### config.mk
export PLATFORM = sky130hd
export DESIGN_NAME = serial_tx_queue_flat
export DESIGN_NICKNAME = d
export VERILOG_FILES = /design/src/rtl/serial_tx_queue_if.sv /design/src/rtl/serial_tx_queue.sv /design/src/flat_wrapper.sv
export SDC_FILE = /design/constraint.sdc
export NUM_CORES = 1
export LEC_CHECK = 0
export CAP_MARGIN = 20
export CORE_AREA = 2 2 115 117
export CTS_CLUSTER_DIAMETER = 60
export CTS_CLUSTER_SIZE = 24
export DETAILED_ROUTE_END_ITERATION = 10
export DIE_AREA = 0 0 117 119
export PLACE_DENSITY = 0.54
export SLEW_MARGIN = 30
export SYNTH_ARGS = -nofsm -noshare
export SYNTH_HDL_FRONTEND = slang
export SYNTH_SLANG_ARGS = --single-unit
### constraint.sdc
create_clock -name clock1M -period 3.4 [get_ports clock1M]
set_input_delay 0.51 -clock clock1M [delete_from_list [all_inputs] [get_ports clock1M]]
set_output_delay 0.51 -clock clock1M [all_outputs]
set_load 0.05 [all_outputs]
### src/rtl/serial_tx_queue_if.sv
// Byte-in / serial-out bus for serial_tx_queue: enqueue side, serial strobe side and queue status.
interface serial_tx_queue_if #(
   parameter int unsigned DEPTH = 8
);
   localparam int unsigned CW = $clog2(DEPTH + 1);

   logic [7:0]    data_in;
   logic          enqueue_in;
   logic          busy_in;
   logic          data_out;
   logic          write_out;
   logic          status_out;
   logic          empty_out;
   logic [CW-1:0] count_out;
   logic          busy_out;

   modport master (
      output data_in, enqueue_in, busy_in,
      input  data_out, write_out, status_out, empty_out, count_out, busy_out
   );

   modport slave (
      input  data_in, enqueue_in, busy_in,
      output data_out, write_out, status_out, empty_out, count_out, busy_out
   );
endinterface

### src/rtl/serial_tx_queue.sv
// Byte FIFO feeding an MSB-first serializer; each bit is a timed write_out strobe
// started only once the receiver reports not-busy.
module serial_tx_queue #(
   parameter int unsigned DEPTH    = 8,
   parameter int unsigned BIT_HIGH = 10,
   parameter int unsigned BIT_LOW  = 10
) (
   input logic            clock1M,
   input logic            reset,
   serial_tx_queue_if.slave bus
);
   localparam int unsigned PW   = $clog2(DEPTH);
   localparam int unsigned CW   = $clog2(DEPTH + 1);
   localparam int unsigned TMAX = (BIT_HIGH > BIT_LOW) ? BIT_HIGH : BIT_LOW;
   localparam int unsigned TW   = $clog2(TMAX + 1);

   typedef enum logic [1:0] {IDLE, WAIT_RDY, HIGH, LOW} state_t;

   state_t        state, state_nxt;
   logic [TW-1:0] timer, timer_nxt;
   logic [2:0]    bit_cnt, bit_cnt_nxt;
   logic [7:0]    shift, shift_nxt;
   logic          data_r, data_nxt;
   logic          write_r, write_nxt;
   logic          busy_r;

   logic [7:0]    mem [DEPTH];
   logic [PW-1:0] wr_ptr, rd_ptr;
   logic [CW-1:0] count, count_nxt;
   logic          full_r, empty_r;
   logic          enqueue_q;
   logic          push_c, pop_c;

   // One push per enqueue_in rising edge; a full queue only accepts it if it pops the same cycle.
   assign pop_c  = (state == IDLE) && (count != '0);
   assign push_c = bus.enqueue_in && !enqueue_q && ((count != CW'(DEPTH)) || pop_c);

   always_comb begin
      count_nxt = count;
      case ({push_c, pop_c})
         2'b10:   count_nxt = count + CW'(1);
         2'b01:   count_nxt = count - CW'(1);
         default: count_nxt = count;
      endcase
   end

   always_ff @(posedge clock1M or posedge reset) begin
      if (reset) begin
         enqueue_q <= 1'b0;
         wr_ptr    <= '0;
         rd_ptr    <= '0;
         count     <= '0;
         full_r    <= 1'b0;
         empty_r   <= 1'b1;
      end else begin
         enqueue_q <= bus.enqueue_in;
         if (push_c) wr_ptr <= wr_ptr + PW'(1);
         if (pop_c)  rd_ptr <= rd_ptr + PW'(1);
         count   <= count_nxt;
         full_r  <= (count_nxt == CW'(DEPTH));
         empty_r <= (count_nxt == '0);
      end
   end

   // Storage array carries no reset; pointers and occupancy define validity.
   always_ff @(posedge clock1M) begin
      if (push_c) mem[wr_ptr] <= bus.data_in;
   end

   always_ff @(posedge clock1M or posedge reset) begin
      if (reset) begin
         state   <= IDLE;
         timer   <= '0;
         bit_cnt <= '0;
         shift   <= '0;
         data_r  <= 1'b0;
         write_r <= 1'b0;
         busy_r  <= 1'b0;
      end else begin
         state   <= state_nxt;
         timer   <= timer_nxt;
         bit_cnt <= bit_cnt_nxt;
         shift   <= shift_nxt;
         data_r  <= data_nxt;
         write_r <= write_nxt;
         busy_r  <= (state != IDLE);
      end
   end

   always_comb begin
      state_nxt   = state;
      timer_nxt   = timer;
      bit_cnt_nxt = bit_cnt;
      shift_nxt   = shift;
      data_nxt    = data_r;
      write_nxt   = 1'b0;
      case (state)
         IDLE: begin
            if (pop_c) begin
               shift_nxt   = mem[rd_ptr];
               bit_cnt_nxt = '0;
               state_nxt   = WAIT_RDY;
            end
         end
         WAIT_RDY: begin
            if (!bus.busy_in) begin
               data_nxt  = shift[7];
               write_nxt = 1'b1;
               timer_nxt = '0;
               state_nxt = HIGH;
            end
         end
         HIGH: begin
            if (timer == TW'(BIT_HIGH - 1)) begin
               timer_nxt = '0;
               state_nxt = LOW;
            end else begin
               write_nxt = 1'b1;
               timer_nxt = timer + TW'(1);
            end
         end
         LOW: begin
            if (timer == TW'(BIT_LOW - 1)) begin
               timer_nxt = '0;
               if (bit_cnt == 3'd7) begin
                  state_nxt = IDLE;
               end else begin
                  shift_nxt   = {shift[6:0], 1'b0};
                  bit_cnt_nxt = bit_cnt + 3'd1;
                  state_nxt   = WAIT_RDY;
               end
            end else begin
               timer_nxt = timer + TW'(1);
            end
         end
         default: state_nxt = IDLE;
      endcase
   end

   assign bus.data_out   = data_r;
   assign bus.write_out  = write_r;
   assign bus.status_out = full_r;
   assign bus.empty_out  = empty_r;
   assign bus.count_out  = count;
   assign bus.busy_out   = busy_r;
endmodule

### src/flat_wrapper.sv
// flat-port wrapper written by rule: the top's interface ports become plain ports
module serial_tx_queue_flat 
#(
   parameter int unsigned DEPTH    = 8,
   parameter int unsigned BIT_HIGH = 10,
   parameter int unsigned BIT_LOW  = 10
)
  (clock1M, reset, bus_data_in, bus_enqueue_in, bus_busy_in, bus_data_out, bus_write_out, bus_status_out, bus_empty_out, bus_count_out, bus_busy_out);
  serial_tx_queue_if #(.DEPTH(DEPTH)) bus_i ();
  input logic clock1M;
  input logic reset;
  input wire logic [$bits(bus_i.data_in)-1:0] bus_data_in;
  input wire logic [$bits(bus_i.enqueue_in)-1:0] bus_enqueue_in;
  input wire logic [$bits(bus_i.busy_in)-1:0] bus_busy_in;
  output wire logic [$bits(bus_i.data_out)-1:0] bus_data_out;
  output wire logic [$bits(bus_i.write_out)-1:0] bus_write_out;
  output wire logic [$bits(bus_i.status_out)-1:0] bus_status_out;
  output wire logic [$bits(bus_i.empty_out)-1:0] bus_empty_out;
  output wire logic [$bits(bus_i.count_out)-1:0] bus_count_out;
  output wire logic [$bits(bus_i.busy_out)-1:0] bus_busy_out;
  assign bus_i.data_in = bus_data_in;
  assign bus_i.enqueue_in = bus_enqueue_in;
  assign bus_i.busy_in = bus_busy_in;
  assign bus_data_out = bus_i.data_out;
  assign bus_write_out = bus_i.write_out;
  assign bus_status_out = bus_i.status_out;
  assign bus_empty_out = bus_i.empty_out;
  assign bus_count_out = bus_i.count_out;
  assign bus_busy_out = bus_i.busy_out;
  serial_tx_queue #(.DEPTH(DEPTH), .BIT_HIGH(BIT_HIGH), .BIT_LOW(BIT_LOW)) u_core (.clock1M(clock1M), .reset(reset), .bus(bus_i));
endmodule
==> flow_metrics.py <==
metrics = {
    "outcome": {
        "status": "finished clean",
    },
    "final_layout": {
        "diodes": 0,
        "drive_gt1_share_pct": 15.5,
        "final_cells": 504,
        "fin_nets": 349,
        "area_growth_syn_to_layout_pct": 17.2,
    },
    "worst_hold_path": {
        "hp-class": "reg -> reg",
        "whs_path_depth": 1,
    },
    "routing": {
        "ant_nets": 0,
        "drt-total-wl_um": 7610,
        "num_vias": 2338,
        "drtIter0Drc": 115,
        "drtPass1Iterations": 4,
        "vias_per_cell": 4.64,
        "wl_per_cell_um": 15.1,
        "drc_errors": 0,
    },
    "synthesis": {
        "synth_area_leaders": "edfxtp_1 45%, dfrtp_1 19%, mux4_2 5.3%, ha_1 3.8%, mux2i_1 3.5%",
        "yosysTopAreaCellShare_pct": 45.4,
        "synth_warnings": 0,
        "synth_cell_types": 48,
        "synth_flop_cell": "edfxtp_1",
        "async_flop_share_pct": 34.0,
        "syn_avg_cell_area_um2": 14.5,
        "netlist_instances": 292,
        "syn_area_mm2": 0.00424,
        "yosysSeqAreaShare_pct": 64.9,
        "synth_edf_count": 64,
        "ys_seq_elements": 97,
        "synth_nets": 318,
        "synth_top_area_cell": "edfxtp_1",
    },
    "power_and_ir_drop": {
        "pwr-share-comb_pct": 36.6,
        "vdd_drop_max_v": 0.000397,
        "p_per_area_mw_per_mm2": 875,
        "clockPowerShare_pct": 22.0,
        "p_int_w": 0.00273,
        "sw_frac_of_total_pct": 37.2,
        "total_leakage_power_nw": 1.82,
        "p_sw_w": 0.00162,
        "power_w": 0.00435,
        "seqPwrFrac_pct": 41.4,
    },
    "cts": {
        "cts-root-buf": "clkbuf_16",
        "cts_buffer_depth": 2,
        "tritoncts_num_sinks": 97,
        "cts_tree": "yes",
        "h-tree-depth": 3,
        "postCtsHoldBufs": 0,
        "clock_latency_ns": 0.35,
        "cts_buffers": 9,
        "post_cts_resized": 0,
        "cts_setup_buffers": 0,
        "clkTransAtPathRegs_ns": 0.06,
    },
    "placed_design": {
        "gp_congestion": 0.749,
        "place_inst": 488,
        "hpwlAfterDp_um": 5030,
        "io_buffers": 20,
    },
    "floorplan": {
        "die-area_mm2": 0.0139,
        "rows": 42,
        "die_width_um": 117,
        "die_h_um": 119,
        "start_util_pct": 32.9,
        "io_pins": 21,
        "core-area_mm2": 0.0129,
    },
    "grt": {
        "globalRouteTotalUtil_pct": 12.0,
        "grt_overflow_total": 0,
        "grt_pass1_wl_um": 12300,
        "antenna_found_initial": 0,
        "grt_pass1_vias": 2289,
        "grt_max_degree": 34,
    },
    "timing": {
        "tns_ns": 0,
        "holdWs_ns": 0.488,
        "hold_viol": 0,
        "fmax_ghz": 0.363,
        "worstMarginPinSlew_ns": 0.800,
        "fin_crit_sh_pct": 81.0,
        "min_period_ns": 2.75,
        "setup_viol": 0,
        "slew_violations": 0,
        "fin_skew_ns": 0.00851,
        "slew_headroom_pct": 46.7,
        "rsz0062_at_grt": "false",
    },
    "worst_setup_path": {
        "crit_arrival_ns": 3.03,
        "crit_type": "reg -> reg",
        "end_kind": "register",
        "r2r_cells": 8,
        "required_ns": 3.68,
        "cp_max_fo": 11,
        "startpoint_type": "register",
    },
    "run": {
        "drv_cap": 0,
    },
}
[layout make-up]
class,count,area [µm²]
Clock inverter,6,51.3
Timing Repair Buffer,33,298
Sequential cell,97,2750
Clock buffer,10,229
Inverter,9,33.8
Tap cell,176,220
Fill cell,1204,7910
Multi-Input combinational cell,173,1390
[power by group through the flow]
| stage | registers, W | clock network [W] | logic, W |
|---|---|---|---|
| finish | 0.00180 | 0.000956 | 0.00159 |
| detailed placement | 0.00183 | 0 | 0.00161 |
| floorplan | 0.00183 | 0 | 0.00120 |
| CTS | 0.00181 | 0.000985 | 0.00162 |
| global route | 0.00184 | 0.00103 | 0.00176 |
| global placement | 0.00182 | 0 | 0.00159 |
[layout by cell type, fill, tap and decap left out, drive strengths merged, types with 13 or more instances in the layout]
cell	synthesis	layout
edfxtp	64	64
dfrtp	32	32
nand2	29	29
clkdlybuf4s50	0	20
nor2	20	20
mux2i	15	15
a31oi	15	15
ha	13	13
buf	11	13
[critical path, cell delays in order (launching register included)]
cell,delay [ns]
dfrtp_1,0.52
o41ai_4,0.59
nor2_2,0.16
fa_1,0.40
xor2_1,0.18
nor3b_1,0.33
o22ai_1,0.15
a21oi_1,0.19
and3_1,0.17
[layer usage]
metal	track usage [%]	vias to the layer above	wire length, µm
met5	0	-	0
met3	4.38	9	271
li1	-	1155	-
met1	14.9	1148	3340
met4	3.31	0	79
met2	19.8	26	3920
[flip-flops by register name, summed over array words and instances (netlist names)]
register	count
u_core.timer	4
u_core.mem	64
u_core.bus.status_out	1
u_core.bus.data_out	1
u_core.shift	8
u_core.bit_cnt	3
u_core.enqueue_q	1
u_core.rd_ptr	3
u_core.bus.busy_out	1
u_core.wr_ptr	3
u_core.bus.write_out	1
u_core.bus.count_out	4
u_core.state	2
u_core.bus.empty_out	1
[metrics by stage]
step                setup WS (ns)  cell area [µm²]  util [%]
floorplan                   0.660             4240         -
global placement            0.547             4690      36.4
detailed placement          0.490             4690      36.4
CTS                         0.617             4970      38.6
global route                0.450             4970      38.6
finish                      0.647             4970      38.6
[worst paths after layout]
path | start | to | slack, ns
worst min register to register | u_core.bit_cnt[0] | u_core.bit_cnt[0] | 0.49
min in group asynchronous | reset | u_core.bus.data_out | 0.56
worst min-delay path | u_core.bit_cnt[0] | u_core.bit_cnt[0] | 0.49
max in group asynchronous | reset | u_core.bus.empty_out | 2.50
worst max register to register | u_core.bus.count_out[3] | u_core.bus.status_out | 0.65
worst max-delay path | u_core.bus.count_out[3] | u_core.bus.status_out | 0.65
[cells in the mapped netlist, types with 2 or more instances]
cell and n:
edfxtp_1 64, dfrtp_1 32, nand2_1 29, nor2_1 19
mux2i_1 15, a31oi_1 14, ha_1 13, mux4_2 10
inv_1 9, o21ai_0 9, buf_2 7, nand2b_1 6
o211ai_1 6, nand3_1 5, mux2_2 4, nor2b_1 4
a21oi_1 3, nor3_1 3, o31ai_1 3, xnor2_1 3
buf_1 2, clkbuf_1 2, mux2_1 2, nand3b_1 2
o21ai_1 2, xor2_1 2
[cell families (layout without fill, tap and decap cells)]
logic type                 Yosys count  count (layout)  synth area share [%]
DFF                                 97              97                  64.9
and+or+nand+nor                     76              76                  8.54
AOI/OAI and AO/OA                   47              47                  8.36
muxes                               31              31                  10.5
buffers and inverters               22              58                  2.42
adders and majority gates           14              14                  4.31
xor gates and xnor gates             5               5                  1.03
(Power assumes the default switching activity.)
